**src/rtl/keypad_scan_debounce.sv**
```systemverilog
// Matrix keypad scanner: drives one column low at a time, samples the rows,
// debounces the whole key map frame by frame and queues one code per clean
// single-key press in a small FIFO read through a valid/ready port.
//
// Handshake: key_valid is high whenever the FIFO holds an entry and key_code
// is the head. An entry is consumed on a clock edge where key_valid and
// key_ready are both high. key_ready is ignored while key_valid is low. The
// producer side (event push) never waits.
module keypad_scan_debounce #(
  parameter int ROWS           = 4,
  parameter int COLS           = 4,
  parameter int SCAN_DIV       = 50000,
  parameter int DEBOUNCE_SCANS = 4,
  parameter int FIFO_DEPTH     = 4,
  localparam int CODE_W        = $clog2(ROWS*COLS)
) (
  input  logic                 clk,
  input  logic                 rst,        // asynchronous, active low
  input  logic [ROWS-1:0]      row_in,
  output logic [COLS-1:0]      col_out,
  output logic                 key_valid,
  output logic [CODE_W-1:0]    key_code,
  input  logic                 key_ready,
  output logic [ROWS*COLS-1:0] key_map,
  output logic                 multi_key,
  output logic                 overflow,
  output logic                 dbg_state   // scan FSM state (0 idle, 1 scan)
);

  localparam int NK     = ROWS*COLS;
  localparam int DIV_W  = (SCAN_DIV > 1) ? $clog2(SCAN_DIV) : 1;
  localparam int COL_W  = $clog2(COLS);
  localparam int STAB_W = $clog2(DEBOUNCE_SCANS);
  localparam int AW     = $clog2(FIFO_DEPTH);
  localparam int CNT_W  = AW + 1;

  localparam logic [DIV_W-1:0]  DIV_LAST = DIV_W'(SCAN_DIV - 1);
  localparam logic [COL_W-1:0]  COL_LAST = COL_W'(COLS - 1);
  localparam logic [STAB_W-1:0] STAB_MAX = STAB_W'(DEBOUNCE_SCANS - 1);
  localparam logic [CNT_W-1:0]  DEPTH_C  = CNT_W'(FIFO_DEPTH);

  typedef enum logic {S_IDLE = 1'b0, S_SCAN = 1'b1} state_t;

  state_t              state_q, state_d;
  logic [COL_W-1:0]    col_q, col_d;
  logic [DIV_W-1:0]    div_q, div_d;
  logic [ROWS-1:0]     rows_s1_q, rows_s_q;
  logic [NK-1:0]       raw_q, raw_d;
  logic [NK-1:0]       prev_raw_q, prev_raw_d;
  logic [STAB_W-1:0]   stab_q, stab_d;
  logic                accept_q, accept_d;
  logic [NK-1:0]       key_map_q, key_map_d;
  logic                capture, frame_end;

  logic [CODE_W-1:0]   mem_q [FIFO_DEPTH];
  logic [AW-1:0]       wr_ptr_q, wr_ptr_d, rd_ptr_q, rd_ptr_d, rd_nxt;
  logic [CNT_W-1:0]    count_q, count_d;
  logic [CODE_W-1:0]   key_code_q, key_code_d;
  logic                overflow_q, overflow_d;
  logic [NK-1:0]       new_bits;
  logic [CODE_W-1:0]   evt_code;
  logic                push_req, push, pop, full;

  // Two-stage synchroniser for the asynchronous row pins (reset to idle level).
  always_ff @(posedge clk or negedge rst) begin
    if (!rst) begin
      rows_s1_q <= '1;
      rows_s_q  <= '1;
    end else begin
      rows_s1_q <= row_in;
      rows_s_q  <= rows_s1_q;
    end
  end

  // Scan FSM state and column/divider counters.
  always_ff @(posedge clk or negedge rst) begin
    if (!rst) begin
      state_q <= S_IDLE;
      col_q   <= '0;
      div_q   <= '0;
    end else begin
      state_q <= state_d;
      col_q   <= col_d;
      div_q   <= div_d;
    end
  end

  // Scan FSM next state: hold each column for SCAN_DIV cycles, capture on the last.
  always_comb begin
    state_d = state_q;
    col_d   = col_q;
    div_d   = div_q;
    col_out = '1;
    capture = 1'b0;
    case (state_q)
      S_IDLE: begin
        state_d = S_SCAN;
        col_d   = '0;
        div_d   = '0;
      end
      S_SCAN: begin
        col_out = ~(COLS'(1) << col_q);
        if (div_q == DIV_LAST) begin
          capture = 1'b1;
          div_d   = '0;
          col_d   = (col_q == COL_LAST) ? '0 : col_q + COL_W'(1);
        end else begin
          div_d = div_q + DIV_W'(1);
        end
      end
      default: state_d = S_IDLE;
    endcase
  end

  assign frame_end = capture && (col_q == COL_LAST);
  assign dbg_state = state_q;

  // Raw map update and frame-level stability counting.
  always_comb begin
    raw_d      = raw_q;
    prev_raw_d = prev_raw_q;
    stab_d     = stab_q;
    accept_d   = 1'b0;
    for (int r = 0; r < ROWS; r++) begin
      for (int c = 0; c < COLS; c++) begin
        if (capture && (COL_W'(c) == col_q)) raw_d[r*COLS+c] = ~rows_s_q[r];
      end
    end
    if (frame_end) begin
      if (raw_d == prev_raw_q) stab_d = (stab_q == STAB_MAX) ? stab_q : stab_q + STAB_W'(1);
      else                     stab_d = '0;
      prev_raw_d = raw_d;
      accept_d   = (stab_d == STAB_MAX);
    end
  end

  // Debounce registers; accept_q marks the cycle after a stable frame end.
  always_ff @(posedge clk or negedge rst) begin
    if (!rst) begin
      raw_q      <= '0;
      prev_raw_q <= '0;
      stab_q     <= '0;
      accept_q   <= 1'b0;
      key_map_q  <= '0;
    end else begin
      raw_q      <= raw_d;
      prev_raw_q <= prev_raw_d;
      stab_q     <= stab_d;
      accept_q   <= accept_d;
      key_map_q  <= key_map_d;
    end
  end

  // Event decode: a push needs exactly one newly pressed key and one key total.
  always_comb begin
    new_bits  = raw_q & ~key_map_q;
    key_map_d = accept_q ? raw_q : key_map_q;
    push_req  = accept_q && $onehot(new_bits) && $onehot(raw_q);
    evt_code  = '0;
    for (int i = 0; i < NK; i++) begin
      if (new_bits[i]) evt_code = CODE_W'(i);
    end
  end

  // FIFO control: pop first, so a push into a full FIFO survives a same-cycle pop.
  always_comb begin
    pop        = (count_q != '0) && key_ready;
    full       = (count_q == DEPTH_C);
    push       = push_req && (!full || pop);
    overflow_d = overflow_q | (push_req && full && !pop);
    rd_nxt     = rd_ptr_q + AW'(1);
    wr_ptr_d   = push ? wr_ptr_q + AW'(1) : wr_ptr_q;
    rd_ptr_d   = pop  ? rd_nxt : rd_ptr_q;
    count_d    = count_q;
    if (push && !pop)      count_d = count_q + CNT_W'(1);
    else if (pop && !push) count_d = count_q - CNT_W'(1);
    // key_code is a registered copy of the head that holds once the FIFO drains.
    key_code_d = key_code_q;
    if (pop) begin
      if (count_q > CNT_W'(1)) key_code_d = mem_q[rd_nxt];
      else if (push)           key_code_d = evt_code;
    end else if (push && (count_q == '0)) begin
      key_code_d = evt_code;
    end
  end

  // FIFO pointers, occupancy, head copy and sticky overflow.
  always_ff @(posedge clk or negedge rst) begin
    if (!rst) begin
      wr_ptr_q   <= '0;
      rd_ptr_q   <= '0;
      count_q    <= '0;
      key_code_q <= '0;
      overflow_q <= 1'b0;
    end else begin
      wr_ptr_q   <= wr_ptr_d;
      rd_ptr_q   <= rd_ptr_d;
      count_q    <= count_d;
      key_code_q <= key_code_d;
      overflow_q <= overflow_d;
    end
  end

  // FIFO storage; contents are only visible through key_code_q, so no reset.
  always_ff @(posedge clk) begin
    if (push) mem_q[wr_ptr_q] <= evt_code;
  end

  assign key_valid = (count_q != '0);
  assign key_code  = key_code_q;
  assign key_map   = key_map_q;
  assign multi_key = !$onehot0(key_map_q);
  assign overflow  = overflow_q;

endmodule

```
**config.mk**
```make
export PLATFORM = sky130hd
export DESIGN_NAME = keypad_scan_debounce
export DESIGN_NICKNAME = d
export VERILOG_FILES = /design/src/rtl/keypad_scan_debounce.sv
export SDC_FILE = /design/constraint.sdc
export NUM_CORES = 1
export LEC_CHECK = 0
export CORE_ASPECT_RATIO = 0.75
export CORE_MARGIN = 3
export CORE_UTILIZATION = 55
export CTS_CLUSTER_DIAMETER = 150
export DETAILED_ROUTE_END_ITERATION = 12
export PLACE_DENSITY_LB_ADDON = 0.1
export SYNTH_ARGS = -nofsm -noshare
export SYNTH_HDL_FRONTEND = slang
export SYNTH_SLANG_ARGS = --single-unit
```
**constraint.sdc**
```tcl
create_clock -name clk -period 6.52 [get_ports clk]
set_input_delay 0.652 -clock clk [delete_from_list [all_inputs] [get_ports clk]]
set_output_delay 0.652 -clock clk [all_outputs]
set_load 0.02 [all_outputs]
```
==> metrics, run 1 <==
Row Count=32; arrival time at the worst endpoint=around 6100 ps; Hold Path Class=input port to asynchronous set/reset pin; CP Max Fanout=7; TritonRoute pass-1 iters=4; Max Cap Viol=0; Post-Layout Cell Count=756; # port buffers=34; CP Launch Type=flip-flop; drt wl/cell=about 18 um; DP HPWL=just over 10,000 um; Synth area leaders=dfrtp_1 34%, fa_1 9.8%, edfxtp_1 7.9%; critical-path cell list=nor2b_1, inv_1, fa_1, fa_1, fa_1, fa_1, inv_1, ha_1, fa_1, nor2b_1, nor4b_1, nand4_1, a221oi_1, buf_4, and2_0, inv_1, ha_1, a21oi_1, mux2_2; Area Growth Syn to Fin=12.43%; Starting DRT DRC Count=323; clock network fraction of total power=0.435; DR vias=4,289; Clock Sinks=106; global-route wire length before repair=22,150 um; overall routing resource usage=0.2278; CP dominant cell by count=fa_1; Peak supply drop=between 100 and 150 uV; end-of-flow core utilization=0.6499; Synth top area share=0.3359; final worst slack=between 600 and 700 ps; Hold-fix buffers, CTS=0; internal power=a little under 1 mW; initial antenna violation count=0; fin nets=682; fin. max-slew vios=0; slew margin rel.=0.4156; die height=97.28 um; vias in the first global route=4,158; endpoints failing setup=0; post-CTS sizing=0; Clock Tree Root=clkbuf_16; outcome=complete, no violations; crit path time final=~5900 ps; synthesized instance count=between 500 and 600; Crit. End Element=flip-flop; clk_skew=between 7 and 8 ps; diodes inserted=0; die width=roughly 130 um; core area=between 10,000 and 15,000 um^2; combinational share of power=0.019; fmax=around 170 MHz; grt met1 use=0.3679; placed inst area=6573 um^2; largest net degree at the start of global routing=53; #FFs+latches synth=106; Sw Share=0.2294; pre-CTS setup slack=between 700 and 800 ps; GPL Wtd Cong=between 0.9 and 1; Fin. Hold Viols=0; share of layout cells above drive strength 1=0.09355; CP delay by family, top=adder cells; cts bufs inserted=9; IO Count=35; Clock Tree Buf Depth=2; CP max-delay cell=fa_1; Worst-Skew Late Latency=~350 ps; Seq/Total Area, Yosys=0.4489; synth unique cells=slightly above 60; syn nets=~650; NetSw=approximately 290 uW; syn_area_per_cell=approximately 10 um^2; TNS Setup=0 ps; Die Area=roughly 12,000 um^2; fin crit share=0.9016; H-Tree Level Count=3; Yosys Warn Count=0; R2R Path Start=raw_q[11]; met3 Use GR=0.05000; Starting Density=0.5780; P_leak=3.257 nW; number of enable flip-flop cells after synthesis=16; Seq pwr share=0.546; total routed wirelength=about 13,000 um; RSZ-0062 raised after global routing=false; busiest metal layer after global routing=met1; worst path required time=approximately 6800 ps; Clock transition at path regs=~70 ps; Placed Cells=740; Finished Cell Area=around 6900 um^2; Worst-Margin Slew=roughly 880 ps; CTS tree=built; WP buf/inv=4; met2 GRT Util=0.3077; power density cells=about 180 nW/um^2; ys async rst share=0.8491; Vias/cell=around 5.7; Detail Route Antenna Nets=0; Synth Cell Area=approximately 6100 um^2; area leader, netlist=dfrtp_1; Setup CP Type=flip-flop to flip-flop; worst setup path start=raw_q[11]; Primary FF master, synth=dfrtp_1; post-CTS setup buffer count=0; Congestion Overflow GR=0; Post-route DRC=0; Crit path largest cell delay=around 520 ps
[synth_stat cells, drive strengths merged, types with 2 or more instances]
master and number:
dfrtp 82, inv 69, nand2 64, nor2 44, o21ai 40, fa 30, ha 30, a21oi 21
mux2 17, edfxtp 16, xnor2 16, xor2 15, clkbuf 13, nand3 11, and3 10, nor2b 10
dfstp 8, nand2b 8, nor3 7, or3 6, a31oi 5, and2 5, buf 5, nand4 5
mux4 4, mux2i 3, or4 3, a211oi 2, a21boi 2, a221o 2, and4bb 2, nor4 2
nor4b 2, o2111ai 2, o211a 2, o21bai 2, or2 2
[cell families (layout without fill, tap and decap cells)]
kind of cell | after synthesis | in the layout | synth area share
AND/OR/NAND/NOR | 184 | 184 | 0.1497
AO/OA/AOI/OAI | 91 | 91 | 0.09093
multiplexers | 24 | 24 | 0.05099
XOR/XNOR | 31 | 31 | 0.04444
adder cells (fa/ha/maj) | 60 | 60 | 0.1597
flip-flops | 106 | 106 | 0.4489
buffers and inverters | 87 | 123 | 0.05468
other | 1 | 1 | 0.0006138
[per-layer routing]
metal,wire [um],part of all wire,up-vias
met5,0,0,-
met4,246,0.018,0
met3,1040,0.078,20
met2,5447,0.41,134
met1,6600,0.49,2125
li1,-,-,2010
[layout by cell type (no fill, tap or decap), types with 4 or more instances in the layout]
master	instances
mux2_2	17
nand2b_1	8
fa_1	30
dfstp_2	8
clkdlybuf4s50_1	33
and3_1	10
or3_1	6
nor2b_1	10
a21oi_1	21
dfrtp_1	82
nand3_1	11
o21ai_0	38
ha_1	30
nand4_1	4
nand2_1	64
xor2_1	15
and2_1	4
buf_4	5
edfxtp_1	16
a31oi_1	5
nor2_1	44
mux4_2	4
nor3_1	7
clkbuf_16	9
inv_1	69
xnor2_1	16
[worst paths after layout]
path / end / slack (ps) / cells past startpoint
hold / removal: div_q[10] / 250 / 1
setup / recovery: key_code[1] / 640 / 19
max in group asynchronous: count_q[2] / 5240 / 2
setup reg to reg: key_code[1] / 640 / 19
min in group clk: rows_s_q[1] / 360 / 0
hold reg to reg: rows_s_q[1] / 360 / 0
[area by class of cell]
| cell class | instances | area, um^2 |
|---|---|---|
| timing repair buffer | 38 | 367.9 |
| inverter | 69 | 259.0 |
| sequential | 106 | 2743 |
| fill | 856 | 3701 |
| clock inverter | 6 | 57.56 |
| multi-input combinational | 391 | 3033 |
| clock buffer | 10 | 239.0 |
| tap | 136 | 170.2 |
[sequential cells by signal, indices dropped and copies added, names as in the netlist]
name,count
accept_q,1
col_q,2
count_q,3
dbg_state,1
div_q,16
key_code,4
key_map,16
mem_q,16
overflow,1
prev_raw_q,16
raw_q,16
rd_ptr_q,2
rows_s1_q,4
rows_s_q,4
stab_q,2
wr_ptr_q,2
[stage by stage]
step | total power [mW] | hold slack [ps]
after floorplan | 0.7003 | 345.2
after global placement | 0.7193 | 346.4
after detailed placement | 0.7198 | 346.8
after CTS | 1.261 | 277.0
after global routing | 1.292 | 287.0
final | 1.249 | 250.8
[power groups by stage]
| stage | Combinational (mW) | Sequential (mW) | Clock [mW] |
|---|---|---|---|
| after floorplan | 0.00975 | 0.691 | 0 |
| after global placement | 0.0244 | 0.695 | 0 |
| after detailed placement | 0.0248 | 0.695 | 0 |
| after CTS | 0.0250 | 0.682 | 0.554 |
| after global routing | 0.0274 | 0.683 | 0.582 |
| final | 0.0237 | 0.682 | 0.544 |
Power figures use the tool's default switching activity.
==> inputs of run 2 (changes only) <==
--- a/config.mk
+++ b/config.mk
@@ -10,6 +10,7 @@
 export CORE_UTILIZATION = 55
 export CTS_CLUSTER_DIAMETER = 150
 export DETAILED_ROUTE_END_ITERATION = 12
+export GPL_TIMING_DRIVEN = 0
 export PLACE_DENSITY_LB_ADDON = 0.1
 export SYNTH_ARGS = -nofsm -noshare
 export SYNTH_HDL_FRONTEND = slang
==> run 2 against run 1 <==
Compared with the run above: total power up 4.3%; global-route usage up 0.23 points; critical path depth unchanged; hold slack worse by 60 ps; worst setup slack worse by 320 ps; sequential share of layout area down 0.61 points; count of clock-buffer cells in the layout down 1; critical path type unchanged; fmax down 5.2%.
==> metrics, run 2 (same netlist as run 1, synthesis figures left out) <==
# port buffers=34 (unchanged); NetSw=277.5 uW (-3.2%); Die Area=12,420 um^2 (unchanged); post-CTS setup buffer count=0 (unchanged); Fin. Hold Viols=0 (unchanged); register area=2743 um^2 (unchanged); R2R cell count=19 (unchanged); arrival time at the worst endpoint=6430 ps (+320 ps); initial antenna violation count=0 (unchanged); CP Launch Type=flip-flop; Sw Share=0.2129 (-0.01655); final worst slack=321.8 ps (-319.6 ps); Post-Layout Cell Count=771 (+2.0%); Setup CP Type=flip-flop to flip-flop; fin nets=697 (+2.2%); overall routing resource usage=0.2301 (+0.002257); fin crit share=0.9506 (+0.04902); Clock Sinks=106 (unchanged); die height=97.28 um (unchanged); DR vias=4,401 (+2.6%); TNS Setup=0 ps (unchanged); Worst-Skew Late Latency=350 ps (about the same); global-route wire length before repair=22,490 um (+1.5%); power density cells=186.9 nW/um^2 (+2.7%); Clock transition at path regs=70 ps (about the same); endpoints failing setup=0 (unchanged); DP HPWL=10,120 um (-1.3%); clk_skew=7.514 ps (+0.5018 ps); Starting DRT DRC Count=457 (+41%); placed inst area=6645 um^2 (+1.1%); largest net degree at the start of global routing=68 (+28%); crit path time final=6198 ps (+319.6 ps); most common cell after layout, fill and taps aside=dfrtp_1; Starting Density=0.5780 (unchanged); Clock Tree Buf Depth=2 (unchanged); FF-to-FF setup slack=320 ps (-320 ps); worst path required time=6750 ps (about the same); core area=10,570 um^2 (unchanged); Area Growth Syn to Fin=14.17%; Post-route DRC=0 (unchanged); outcome=complete, no violations; fmax=161.3 MHz (-5.2%); IO Count=35 (unchanged); Peak supply drop=118.2 uV (-10%); drt wl/cell=17.27 um (-2.1%); Crit. End Element=flip-flop; TritonRoute pass-1 iters=5 (+1); Row Count=32 (unchanged); GPL Wtd Cong=0.8784 (-3.8%); CTS tree=built; Max Cap Viol=0 (unchanged); share of layout cells above drive strength 1=0.09449 (+0.0009398); R2R Path Start=raw_q[11]; internal power=1.026 mW (+6.6%); Clock Tree Root=clkbuf_16; Detail Route Antenna Nets=0 (unchanged); Multi-input gate area=3039 um^2 (+0.21%); Congestion Overflow GR=0 (unchanged); Finished Cell Area=6975 um^2 (+1.5%); cts bufs inserted=9 (unchanged); total power=1.303 mW (+4.3%); Vias/cell=5.708 (+0.62%); Placed Cells=755 (+2.0%); H-Tree Level Count=3 (unchanged); pre-CTS setup slack=165.4 ps (-549.0 ps); most frequent cells in the layout=82 x dfrtp_1, 69 x inv_1, 64 x nand2_1, 44 x nor2_1, 38 x o21ai_0; fin. max-slew vios=0 (unchanged); Hold Path Class=input port to asynchronous set/reset pin; FF-to-FF End=key_code[3]; die width=127.7 um (unchanged); Seq pwr share=0.520 (-0.026); Fillers=838 (-2.1%); diodes inserted=0 (unchanged); vias in the first global route=4,321 (+3.9%); Worst-Margin Slew=772.3 ps (-104.3 ps); RSZ-0062 raised after global routing=false; total routed wirelength=13,320 um (-0.13%); combinational share of power=0.024 (+0.005); P_leak=3.297 nW (+1.2%); CP Max Fanout=7 (unchanged); slew margin rel.=0.4832 (+0.06765); clock network fraction of total power=0.456 (+0.021)
run 2: stage by stage:
stage,hold slack [ps],utilization
4_1_cts,202.1,0.6593
3_5_place_dp,346.8,0.6287
3_3_place_gp,346.0,0.6263
2_1_floorplan,345.2,-
5_1_grt,204.9,0.6599
6_report,190.9,0.6599
run 2: layout make-up:
| cell class | count | area share |
|---|---|---|
| Buffer | 18 | 0.01076 |
| Clock buffer | 9 | 0.03229 |
| Clock inverter | 7 | 0.01417 |
| Inverter | 69 | 0.03713 |
| Multi-Input combinational cell | 391 | 0.4357 |
| Sequential cell | 106 | 0.3932 |
| Tap cell | 136 | 0.02439 |
| Timing Repair Buffer | 35 | 0.05238 |
run 2: repair_timing:
item / in CTS / in global routing
endpoints found under the setup margin: 0 / 4
gates resized for setup: 0 / 1
hold buffers: 0 / 0
run 2: power groups by stage:
stage / sequential, mW / combinational (mW) / clock (mW)
3_5_place_dp: 0.691 / 0.0321 / 0
6_report: 0.678 / 0.0314 / 0.594
2_1_floorplan: 0.691 / 0.00975 / 0
4_1_cts: 0.677 / 0.0323 / 0.605
5_1_grt: 0.678 / 0.0353 / 0.631
3_3_place_gp: 0.691 / 0.0293 / 0
run 2: metal layers:
layer,vias to the layer above,track usage,part of all wire
met4,0,0.04323,0.014
met3,18,0.05440,0.075
met2,155,0.3199,0.42
met1,2189,0.3693,0.49
met5,-,0,0
li1,2039,-,-
run 2: how the worst max path moves through the flow:
stage                          start     endpoint  slack [ps]  cells after the start
after floorplan           key_map[3]  key_code[1]        1020                     18
after global placement     raw_q[11]  key_code[2]         310                     19
after detailed placement   raw_q[11]  key_code[2]         170                     19
after CTS                  raw_q[11]  key_code[2]         140                     19
after global routing       raw_q[11]  key_code[2]           8                     19
final                      raw_q[11]  key_code[3]         320                     19
run 2: critical path, cell delays in order (launching register included):
cell      delay, ps
dfrtp_1         560
nor2b_1         290
inv_1           120
fa_1            460
fa_1            530
fa_1            440
fa_1            510
inv_1            50
ha_1            210
fa_1            390
nor2b_1         140
nor4b_1         230
nand4_1         150
a221oi_2        400
and2_0          190
clkbuf_1        220
inv_1            80
ha_1            190
a21oi_1         510
mux2_2          400
==> inputs of run 3 (changes only) <==
--- a/config.mk
+++ b/config.mk
@@ -6,12 +6,13 @@
 export NUM_CORES = 1
 export LEC_CHECK = 0
 export CORE_ASPECT_RATIO = 0.75
-export CORE_MARGIN = 3
+export CORE_MARGIN = 10
 export CORE_UTILIZATION = 55
 export CTS_CLUSTER_DIAMETER = 150
 export DETAILED_ROUTE_END_ITERATION = 12
 export GPL_TIMING_DRIVEN = 0
 export PLACE_DENSITY_LB_ADDON = 0.1
+export SLEW_MARGIN = 5
 export SYNTH_ARGS = -nofsm -noshare
 export SYNTH_HDL_FRONTEND = slang
 export SYNTH_SLANG_ARGS = --single-unit
==> run 3 against run 2 <==
Compared with the run above: combinational power about the same; cell area is essentially flat; clock power down 3%; sequential share of layout area barely moved; die area is 27% higher; first-iteration DRC count is 29% lower; clock skew about the same; register-to-register slack better by 220 ps; highest routed layer unchanged.
==> metrics, run 3 (same netlist as run 1, synthesis figures left out) <==
fin. max-slew vios=0 (unchanged); fin nets=697 (unchanged); outcome=complete, no violations; Worst-Skew Late Latency=350 ps (about the same); Post-route DRC=0 (unchanged); Fin. Hold Viols=0 (unchanged); die width=141.7 um (+11%); FF-to-FF setup slack=540 ps (+220 ps); post-CTS sizing=0 (unchanged); crit path capture=key_code[2]; die height=111.3 um (+14%); Post-Layout Cell Count=775 (+0.52%); TritonRoute pass-1 iters=5 (unchanged); Peak supply drop=136.8 uV (+16%); cts bufs inserted=9 (unchanged); Crit. End Element=flip-flop; initial antenna violation count=0 (unchanged); GPL Wtd Cong=0.8898 (+1.3%); Die Area=15,770 um^2 (+27%); crit path time final=5980 ps (-218.7 ps); Clock Tree Buf Depth=2 (unchanged); most common cell after layout, fill and taps aside=dfrtp_1; most frequent cells in the layout=82 x dfrtp_1, 69 x inv_1, 64 x nand2_1, 44 x nor2_1, 38 x o21ai_0; endpoints failing setup=0 (unchanged); TNS Setup=0 ps (unchanged); total routed wirelength=13,710 um (+3.0%); CP delay by family, top=adder cells; Starting DRT DRC Count=324 (-29%); P_leak=3.291 nW (-0.18%); Clock Sinks=106 (unchanged); vias in the first global route=4,358 (+0.86%); FF-to-FF End=key_code[2]; largest net degree at the start of global routing=69 (+1.5%); Max Cap Viol=0 (unchanged); overall routing resource usage=0.1812 (-0.04889); Vias/cell=5.538 (-3.0%); Hold-fix buffers, CTS=0 (unchanged); CP dominant cell by count=fa_1; pre-CTS setup slack=234.7 ps (+69.35 ps); Detail Route Antenna Nets=0 (unchanged); drt wl/cell=17.69 um (+2.4%); Area Growth Syn to Fin=14.15% (about the same); worst path required time=6750 ps (about the same); fin crit share=0.9171 (-0.03354); IO Count=35 (unchanged); R2R Path Start=raw_q[11]; post-CTS setup buffer count=0 (unchanged); clk_skew=7.811 ps (+0.2972 ps); CP Launch Type=flip-flop; Placed Cells=759 (+0.53%); Worst-Margin Slew=781.0 ps (+8.693 ps); diodes inserted=0 (unchanged); R2R cell count=19 (unchanged); Starting Density=0.5605 (-0.01752); Clock transition at path regs=70 ps (about the same); Hold WS=193.5 ps (+2.595 ps); DP HPWL=10,430 um (+3.0%); DR vias=4,292 (-2.5%); Clock Tree Root=clkbuf_16; share of layout cells above drive strength 1=0.09291 (-0.001575); power density cells=184.2 nW/um^2 (-1.4%); critical-path cell list=nor2b_1, inv_1, fa_1, fa_1, fa_1, fa_1, inv_1, ha_1, fa_1, nor2b_1, nor4b_1, nand4_1, a221oi_2, and2_0, clkbuf_1, inv_1, ha_1, a21oi_2, mux2_2; H-Tree Level Count=3 (unchanged); core area=10,900 um^2 (+3.1%); final worst slack=540.4 ps (+218.7 ps); CP Max Fanout=7 (unchanged); critical path depth=19 (unchanged); RSZ-0062 raised after global routing=false; Setup CP Type=flip-flop to flip-flop; arrival time at the worst endpoint=6210 ps (-220 ps); Hold Path Class=input port to asynchronous set/reset pin; # port buffers=34 (unchanged); Row Count=33 (+3.1%); CP max-delay cell=dfrtp_1; worst setup path start=raw_q[11]; global-route wire length before repair=22,850 um (+1.6%); CTS tree=built; fmax=167.2 MHz (+3.7%); Crit path largest cell delay=550 ps (about the same); slew margin rel.=0.4774 (-0.005817); Congestion Overflow GR=0 (unchanged); WP buf/inv=4 (unchanged)
==> run 3: worst reg2reg max path, cell delays in order, from the launching register on <==
cell and delay (ps):
dfrtp_1 550, nor2b_1 310, inv_1 120, fa_1 460, fa_1 520, fa_1 430, fa_1 510, inv_1 50
ha_1 200, fa_1 380, nor2b_1 140, nor4b_1 260, nand4_1 160, a221oi_2 370, and2_0 190, clkbuf_1 200
inv_1 70, ha_1 210, a21oi_2 340, mux2_2 390
==> run 3: worst min path at each step <==
stage / slack [ps] / end
final: 190 / div_q[6]
after global routing: 200 / div_q[6]
after CTS: 200 / div_q[6]
after detailed placement: 350 / rows_s_q[1]
after global placement: 350 / rows_s_q[3]
after floorplan: 350 / rows_s_q[0]
==> run 3: stage by stage <==
step / total power, mW / util / area [um^2]
6_report: 1.285 / 0.6398 / 6974
3_3_place_gp: 0.7203 / 0.6078 / 6625
2_1_floorplan: 0.7003 / - / 6110
4_1_cts: 1.297 / 0.6389 / 6964
5_1_grt: 1.324 / 0.6398 / 6974
3_5_place_dp: 0.7233 / 0.6101 / 6650
==> run 3: routing by layer <==
metal | vias up | part of all wire | GRT usage
met4 | 0 | 0.012 | 0.04555
met5 | - | 0 | 0
met1 | 2121 | 0.50 | 0.2714
met2 | 113 | 0.42 | 0.2579
li1 | 2043 | - | -
met3 | 15 | 0.063 | 0.03981
==> run 3: where the power goes <==
| part | switching (mW) | leakage, nW | total (mW) | internal [mW] |
|---|---|---|---|---|
| Combinational | 0.0218 | 1.74 | 0.0317 | 0.00994 |
| Sequential | 0.00229 | 1.40 | 0.678 | 0.676 |
| Clock | 0.243 | 0.156 | 0.575 | 0.333 |
| Total | 0.267 | 3.29 | 1.28 | 1.02 |
==> run 3: cell type report <==
type | count | area, um^2
fill | 872 | 3926
multi-input combinational | 391 | 3043
sequential | 106 | 2743
timing repair buffer | 35 | 365.4
clock buffer | 13 | 271.5
inverter | 69 | 259.0
tap | 140 | 175.2
buffer | 18 | 75.07
clock inverter | 3 | 42.54
